===== src/rtl/usart_tx_feeder_if.sv =====
// rtl/usart_tx_feeder_if.sv - push stream and USART write-port bundle for usart_tx_feeder
interface usart_tx_feeder_if #(
  parameter int FIFO_DEPTH_LOG2 = 3
);
  logic                     push_valid;
  logic [7:0]               push_data;
  logic                     push_ready;
  logic [FIFO_DEPTH_LOG2:0] fifo_level;
  logic                     udre_i;
  logic                     bus_gnt;
  logic [11:0]              ram_Addr;
  logic                     ramwe;
  logic [7:0]               dbus_out;

  modport master (
    input  push_valid, push_data, udre_i, bus_gnt,
    output push_ready, fifo_level, ram_Addr, ramwe, dbus_out
  );

  modport slave (
    output push_valid, push_data, udre_i, bus_gnt,
    input  push_ready, fifo_level, ram_Addr, ramwe, dbus_out
  );
endinterface


===== src/rtl/usart_tx_feeder.sv =====
// rtl/usart_tx_feeder.sv - configures a USART then streams a byte FIFO into UDRn
module usart_tx_feeder #(
  parameter logic [11:0] UDRn_Address    = 12'h0C6,
  parameter logic [11:0] UCSRnB_Address  = 12'h0C1,
  parameter logic [11:0] UCSRnC_Address  = 12'h0C2,
  parameter logic [11:0] UBRRnH_Address  = 12'h0C5,
  parameter logic [11:0] UBRRnL_Address  = 12'h0C4,
  parameter int          FIFO_DEPTH_LOG2 = 3,
  parameter int          UDRE_HOLDOFF    = 2
) (
  input  logic                  cp2,
  input  logic                  ireset,
  input  logic                  cfg_start,
  input  logic [11:0]           cfg_ubrr,
  input  logic [7:0]            cfg_ucsrc,
  input  logic [7:0]            cfg_ucsrb,
  output logic                  cfg_done,
  usart_tx_feeder_if.master     bus
);
  localparam int DEPTH = 1 << FIFO_DEPTH_LOG2;
  localparam logic [FIFO_DEPTH_LOG2:0] DEPTH_L = (FIFO_DEPTH_LOG2+1)'(DEPTH);
  localparam int HW = $clog2(UDRE_HOLDOFF + 1);

  typedef enum logic [2:0] {
    IDLE, W_UBRRH, W_UBRRL, W_UCSRC, W_UCSRB, RUN, HOLD
  } state_t;

  state_t state, next_state;

  logic [11:0]                ubrr_q;
  logic [7:0]                 ucsrc_q, ucsrb_q;
  logic [7:0]                 mem [DEPTH];
  logic [FIFO_DEPTH_LOG2-1:0] rd_ptr, wr_ptr;
  logic [FIFO_DEPTH_LOG2:0]   level;
  logic [HW-1:0]              hold_cnt;
  logic [11:0]                addr_q, wr_addr;
  logic [7:0]                 data_q, wr_data;
  logic                       wr_en, pop, push, full, empty;

  assign full            = (level == DEPTH_L);
  assign empty           = (level == '0);
  assign push            = bus.push_valid && !full && !cfg_start;
  assign bus.push_ready  = !full;
  assign bus.fifo_level  = level;
  assign cfg_done        = (state == RUN) || (state == HOLD);

  // A strobe never escapes in a reset cycle, so a reset mid-sequence writes nothing more.
  assign bus.ramwe    = wr_en && !ireset;
  assign bus.ram_Addr = bus.ramwe ? wr_addr : addr_q;
  assign bus.dbus_out = bus.ramwe ? wr_data : data_q;

  always_comb begin
    next_state = state;
    wr_en      = 1'b0;
    wr_addr    = addr_q;
    wr_data    = data_q;
    pop        = 1'b0;
    if (cfg_start) begin
      next_state = W_UBRRH;
    end else begin
      case (state)
        IDLE: ;
        W_UBRRH: begin
          wr_addr = UBRRnH_Address;
          wr_data = {4'h0, ubrr_q[11:8]};
          wr_en   = bus.bus_gnt;
          if (bus.bus_gnt) next_state = W_UBRRL;
        end
        W_UBRRL: begin
          wr_addr = UBRRnL_Address;
          wr_data = ubrr_q[7:0];
          wr_en   = bus.bus_gnt;
          if (bus.bus_gnt) next_state = W_UCSRC;
        end
        W_UCSRC: begin
          wr_addr = UCSRnC_Address;
          wr_data = ucsrc_q;
          wr_en   = bus.bus_gnt;
          if (bus.bus_gnt) next_state = W_UCSRB;
        end
        W_UCSRB: begin
          wr_addr = UCSRnB_Address;
          wr_data = ucsrb_q;
          wr_en   = bus.bus_gnt;
          if (bus.bus_gnt) next_state = RUN;
        end
        RUN: begin
          if (!empty && bus.udre_i && bus.bus_gnt) begin
            wr_addr    = UDRn_Address;
            wr_data    = mem[rd_ptr];
            wr_en      = 1'b1;
            pop        = 1'b1;
            next_state = HOLD;
          end
        end
        HOLD: begin
          // UDRE lags our write, so it is not trusted until the holdoff expires.
          if (hold_cnt <= HW'(1)) next_state = RUN;
        end
        default: next_state = IDLE;
      endcase
    end
  end

  always_ff @(posedge cp2) begin
    if (ireset) begin
      state    <= IDLE;
      rd_ptr   <= '0;
      wr_ptr   <= '0;
      level    <= '0;
      hold_cnt <= '0;
      addr_q   <= '0;
      data_q   <= '0;
      ubrr_q   <= '0;
      ucsrc_q  <= '0;
      ucsrb_q  <= '0;
    end else begin
      state <= next_state;
      if (cfg_start) begin
        ubrr_q  <= cfg_ubrr;
        ucsrc_q <= cfg_ucsrc;
        ucsrb_q <= cfg_ucsrb;
        rd_ptr  <= '0;
        wr_ptr  <= '0;
        level   <= '0;
      end else begin
        if (push) wr_ptr <= wr_ptr + 1'b1;
        if (pop)  rd_ptr <= rd_ptr + 1'b1;
        case ({push, pop})
          2'b10:   level <= level + 1'b1;
          2'b01:   level <= level - 1'b1;
          default: level <= level;
        endcase
      end
      if (bus.ramwe) begin
        addr_q <= wr_addr;
        data_q <= wr_data;
      end
      if (pop)
        hold_cnt <= HW'(UDRE_HOLDOFF);
      else if (state == HOLD && hold_cnt != '0)
        hold_cnt <= hold_cnt - 1'b1;
    end
  end

  always_ff @(posedge cp2) begin
    if (!ireset && push) mem[wr_ptr] <= bus.push_data;
  end
endmodule

===== src/flat_wrapper.sv =====
// flat-port wrapper written by rule: the top's interface ports become plain ports
module usart_tx_feeder_flat 
#(
  parameter logic [11:0] UDRn_Address    = 12'h0C6,
  parameter logic [11:0] UCSRnB_Address  = 12'h0C1,
  parameter logic [11:0] UCSRnC_Address  = 12'h0C2,
  parameter logic [11:0] UBRRnH_Address  = 12'h0C5,
  parameter logic [11:0] UBRRnL_Address  = 12'h0C4,
  parameter int          FIFO_DEPTH_LOG2 = 3,
  parameter int          UDRE_HOLDOFF    = 2
)
  (cp2, ireset, cfg_start, cfg_ubrr, cfg_ucsrc, cfg_ucsrb, cfg_done, bus_push_valid, bus_push_data, bus_udre_i, bus_bus_gnt, bus_push_ready, bus_fifo_level, bus_ram_Addr, bus_ramwe, bus_dbus_out);
  usart_tx_feeder_if #(.FIFO_DEPTH_LOG2(FIFO_DEPTH_LOG2)) bus_i ();
  input  logic cp2;
  input  logic ireset;
  input  logic cfg_start;
  input  logic [11:0] cfg_ubrr;
  input  logic [7:0] cfg_ucsrc;
  input  logic [7:0] cfg_ucsrb;
  output logic cfg_done;
  input wire logic [$bits(bus_i.push_valid)-1:0] bus_push_valid;
  input wire logic [$bits(bus_i.push_data)-1:0] bus_push_data;
  input wire logic [$bits(bus_i.udre_i)-1:0] bus_udre_i;
  input wire logic [$bits(bus_i.bus_gnt)-1:0] bus_bus_gnt;
  output wire logic [$bits(bus_i.push_ready)-1:0] bus_push_ready;
  output wire logic [$bits(bus_i.fifo_level)-1:0] bus_fifo_level;
  output wire logic [$bits(bus_i.ram_Addr)-1:0] bus_ram_Addr;
  output wire logic [$bits(bus_i.ramwe)-1:0] bus_ramwe;
  output wire logic [$bits(bus_i.dbus_out)-1:0] bus_dbus_out;
  assign bus_i.push_valid = bus_push_valid;
  assign bus_i.push_data = bus_push_data;
  assign bus_i.udre_i = bus_udre_i;
  assign bus_i.bus_gnt = bus_bus_gnt;
  assign bus_push_ready = bus_i.push_ready;
  assign bus_fifo_level = bus_i.fifo_level;
  assign bus_ram_Addr = bus_i.ram_Addr;
  assign bus_ramwe = bus_i.ramwe;
  assign bus_dbus_out = bus_i.dbus_out;
  usart_tx_feeder #(.UDRn_Address(UDRn_Address), .UCSRnB_Address(UCSRnB_Address), .UCSRnC_Address(UCSRnC_Address), .UBRRnH_Address(UBRRnH_Address), .UBRRnL_Address(UBRRnL_Address), .FIFO_DEPTH_LOG2(FIFO_DEPTH_LOG2), .UDRE_HOLDOFF(UDRE_HOLDOFF)) u_core (.cp2(cp2), .ireset(ireset), .cfg_start(cfg_start), .cfg_ubrr(cfg_ubrr), .cfg_ucsrc(cfg_ucsrc), .cfg_ucsrb(cfg_ucsrb), .cfg_done(cfg_done), .bus(bus_i));
endmodule

===== config.mk =====
export PLATFORM = sky130hd
export DESIGN_NAME = usart_tx_feeder_flat
export DESIGN_NICKNAME = d
export VERILOG_FILES = /design/src/rtl/usart_tx_feeder_if.sv /design/src/rtl/usart_tx_feeder.sv /design/src/flat_wrapper.sv
export SDC_FILE = /design/constraint.sdc
export NUM_CORES = 1
export LEC_CHECK = 0
export ABC_AREA = 1
export CAP_MARGIN = 40
export CORE_ASPECT_RATIO = 1.75
export CORE_UTILIZATION = 40
export CTS_CLUSTER_DIAMETER = 120
export DETAILED_ROUTE_END_ITERATION = 16
export GPL_TIMING_DRIVEN = 1
export SYNTH_ARGS = -nofsm -noshare
export SYNTH_HDL_FRONTEND = slang
export SYNTH_SLANG_ARGS = --single-unit

===== constraint.sdc =====
create_clock -name cp2 -period 2 [get_ports cp2]
set_clock_uncertainty 0.1 [all_clocks]
set_input_delay 0.5 -clock cp2 [delete_from_list [all_inputs] [get_ports cp2]]
set_output_delay 0.5 -clock cp2 [all_outputs]
set_load 0.05 [all_outputs]

==> flow_summary.ini <==
[run_status]
status = complete, but fails checks
violations = negative setup slack

[power_and_ir_drop]
power.internal_uw = 4960
leakage_uw = 0.00368
p_clk_frac = 0.468
pwr-share-comb = 0.092
switching_share = 0.238
power.density_mw_per_mm2 = 757
vdd_ir_drop_max_uv = 740
switching_power_uw = 1550
p_seq_frac = 0.440
total_power_uw = 6520

[cells_and_area]
utilization = 0.599
syn_to_final_growth_pct = 45.8
fin_nets = 912
drive_above_1_share = 0.301
antenna_cells = 0

[cts]
cts_buffers = 17
worstSkewPairLatency_ps = 420
clk_pin_slew_ps = 50
clockBufferDepth = 2
htreeDepth = 4
root_buffer = clkbuf_16
cts_hold_buf = 0
cts.sinks = 130
cts_tree = yes

[drt]
routedWlPerCell_um = 14.5
vias = 5077
drc = 0
drtPass1Iterations = 4
ant_nets = 0
wirelength_um = 15300
via_per_inst = 4.81
drt-initial-drc-count = 201

[logic_synthesis]
synth-seq-cells = 130
avgSynthCellArea_sq_um = 8.27
synth_ff_type = dfxtp_1
synth_area_leader_cell = edfxtp_1
ys.warnings.count = 0
synth_area_sq_mm = 0.00590
ys_types = 35
synth_cells = 714
post-synth-top-count-cell = nand2_1
synth_top_area_share = 0.326
async_flop_share = 0
yosysSeqAreaShare = 0.549
yosys-top-cells-count = 165 x nand2_1, 113 x inv_1, 81 x nor2_1
synth_enable_flop_cells = 64
synth.top_cells.by_area = edfxtp_1 33%, dfxtp_1 22%, nand2_1 10%
synth_nets = 764

[worst_setup_path]
endpoint_kind = output port
start_kind = register
worstSetupPathType = reg -> out
crit_fanout = 5
required_ps = 1400
crit_arrival_ps = 2030

[grt]
antenna_found_initial = 0
grt_pass1_vias = 5064
grt-ovfl-total = 0
grt_first_pass_wirelength_um = 24700
grt_usage = 0.214
grt_max_degree = 52

[die]
io_pins = 69
initial_core_util = 0.411
placementRows = 58
die_w_um = 93.8
dieHeight_um = 163
core-area_sq_mm = 0.0144
dieArea_sq_mm = 0.0153

[sta]
finalCriticalPeriod_ps = 2630
fin_crit_sh = 1.32
timing.final.ws_setup_ps = -633
max_slew_margin = 0.618
fmax_mhz = 380
slew_violations = 0
final-hold-violation-count = 0
worst_slew_pin_slew_ps = 572
setup_viol = 25
rsz0062_at_grt = true

[place]
gp_congestion = 0.892
dp_hpwl_um = 10900
io_buffers = 68

[min_path]
hold_path_class = reg -> reg

[run]
cap_violations = 0
worst paths after layout:
check / start / end / slack [ps] / cells past startpoint
worst max-delay path: u_core.state[0]$_SDFFE_PP0P_ / bus_dbus_out[6] / -630 / 12
worst min-delay path: u_core.ubrr_q[3]$_SDFFE_PP0P_ / u_core.ubrr_q[3]$_SDFFE_PP0P_ / 360 / 2
worst max register to register: u_core.state[1]$_SDFFE_PP0P_ / u_core.bus.fifo_level[3]$_SDFFE_PP0P_ / -280 / 15
worst min register to register: u_core.ubrr_q[3]$_SDFFE_PP0P_ / u_core.ubrr_q[3]$_SDFFE_PP0P_ / 360 / 2
cell usage in the layout (no fill, tap or decap), types with 4 or more instances in the layout:
cell type	n
a211oi_1	8
inv_2	9
nand2_1	142
buf_6	16
nand2_4	10
clkinvlp_4	4
o21ai_0	8
a21oi_2	5
inv_1	103
clkbuf_16	17
nand4_1	6
clkdlybuf4s50_1	37
nand3_4	8
inv_6	4
nand2_2	19
or2_2	9
nand3_1	62
nor3_1	10
edfxtp_1	64
dfxtp_1	59
ha_1	5
nor2_4	12
nor2_2	11
buf_4	79
buf_8	8
nor2_1	60
buf_12	15
a21oi_1	35
dfxtp_4	5
nand3_2	12
flip-flops by register name, indices dropped and copies added, names as in the netlist, named ones only:
register and flops:
u_core.bus.fifo_level 4, u_core.addr_q 12, u_core.state 3, u_core.hold_cnt 2, u_core.rd_ptr 3, u_core.ubrr_q 12
u_core.ucsrc_q 8, u_core.wr_ptr 3, u_core.ucsrb_q 8, u_core.mem 64, u_core.data_q 8
repair_timing:
item / 4_1_cts / 5_1_grt
endpoints found under the setup margin: 57 / 58
pin swaps: 12 / 27
gates cloned: 1 / 0
gates resized for setup: 60 / 53
setup buffers: 17 / 4
area by class of cell:
| cell class | instances | area [sq um] |
|---|---|---|
| Fill cell | 1244 | 5760 |
| Tap cell | 180 | 225 |
| Inverter | 116 | 444 |
| Multi-Input combinational cell | 437 | 2470 |
| Timing Repair Buffer | 160 | 1620 |
| Sequential cell | 130 | 3260 |
| Clock buffer | 18 | 429 |
| Clock inverter | 14 | 154 |
cell families after synthesis:
family,Yosys count,synth area share
compound gates,61,0.0600
xor+xnor,4,0.00594
fa+ha+maj,8,0.0182
buf+inv,147,0.0988
flops,130,0.549
simple gates,364,0.268
worst max-delay path, stage by stage (launching register included):
cell,delay (ps)
dfxtp_4,360
buf_6,130
nor2_4,130
nand2_4,90
nand3_4,90
nand2_4,60
a21oi_4,170
buf_12,150
buf_6,110
nand3_2,60
nand2_2,90
inv_2,50
buf_8,140
metal layers:
metal | routed length (um) | vias up | GRT usage | part of all wire
li1 | - | 2571 | - | -
met2 | 8460 | 130 | 0.398 | 0.55
met3 | 514 | 29 | 0.0392 | 0.034
met1 | 5910 | 2347 | 0.230 | 0.39
met5 | 0 | - | 0 | 0
met4 | 435 | 0 | 0.0958 | 0.028
power by group through the flow:
stage                     Sequential, uW  Clock [uW]  Combinational [uW]
after floorplan                     2920           0                 260
after global placement              2920           0                 503
after detailed placement            2920           0                 511
after CTS                           2870        3080                 575
after global routing                2870        3210                 649
final                               2870        3050                 600
through the flow:
| stage | hold WS (ps) | setup TNS, ps | area, sq um | setup WS [ps] | cells |
|---|---|---|---|---|---|
| 5_1_grt | 380 | -15240 | 8610 | -718 | 1055 |
| 3_3_place_gp | 352 | -47400 | 7490 | -727 | 1004 |
| 6_report | 364 | -13100 | 8610 | -633 | 1055 |
| 3_5_place_dp | 353 | -50260 | 7490 | -794 | 1004 |
| 2_1_floorplan | 340 | -1600 | 6090 | -197 | 714 |
| 4_1_cts | 364 | -12490 | 8460 | -663 | 1054 |
No activity file was read; power rests on OpenSTA's default activity.
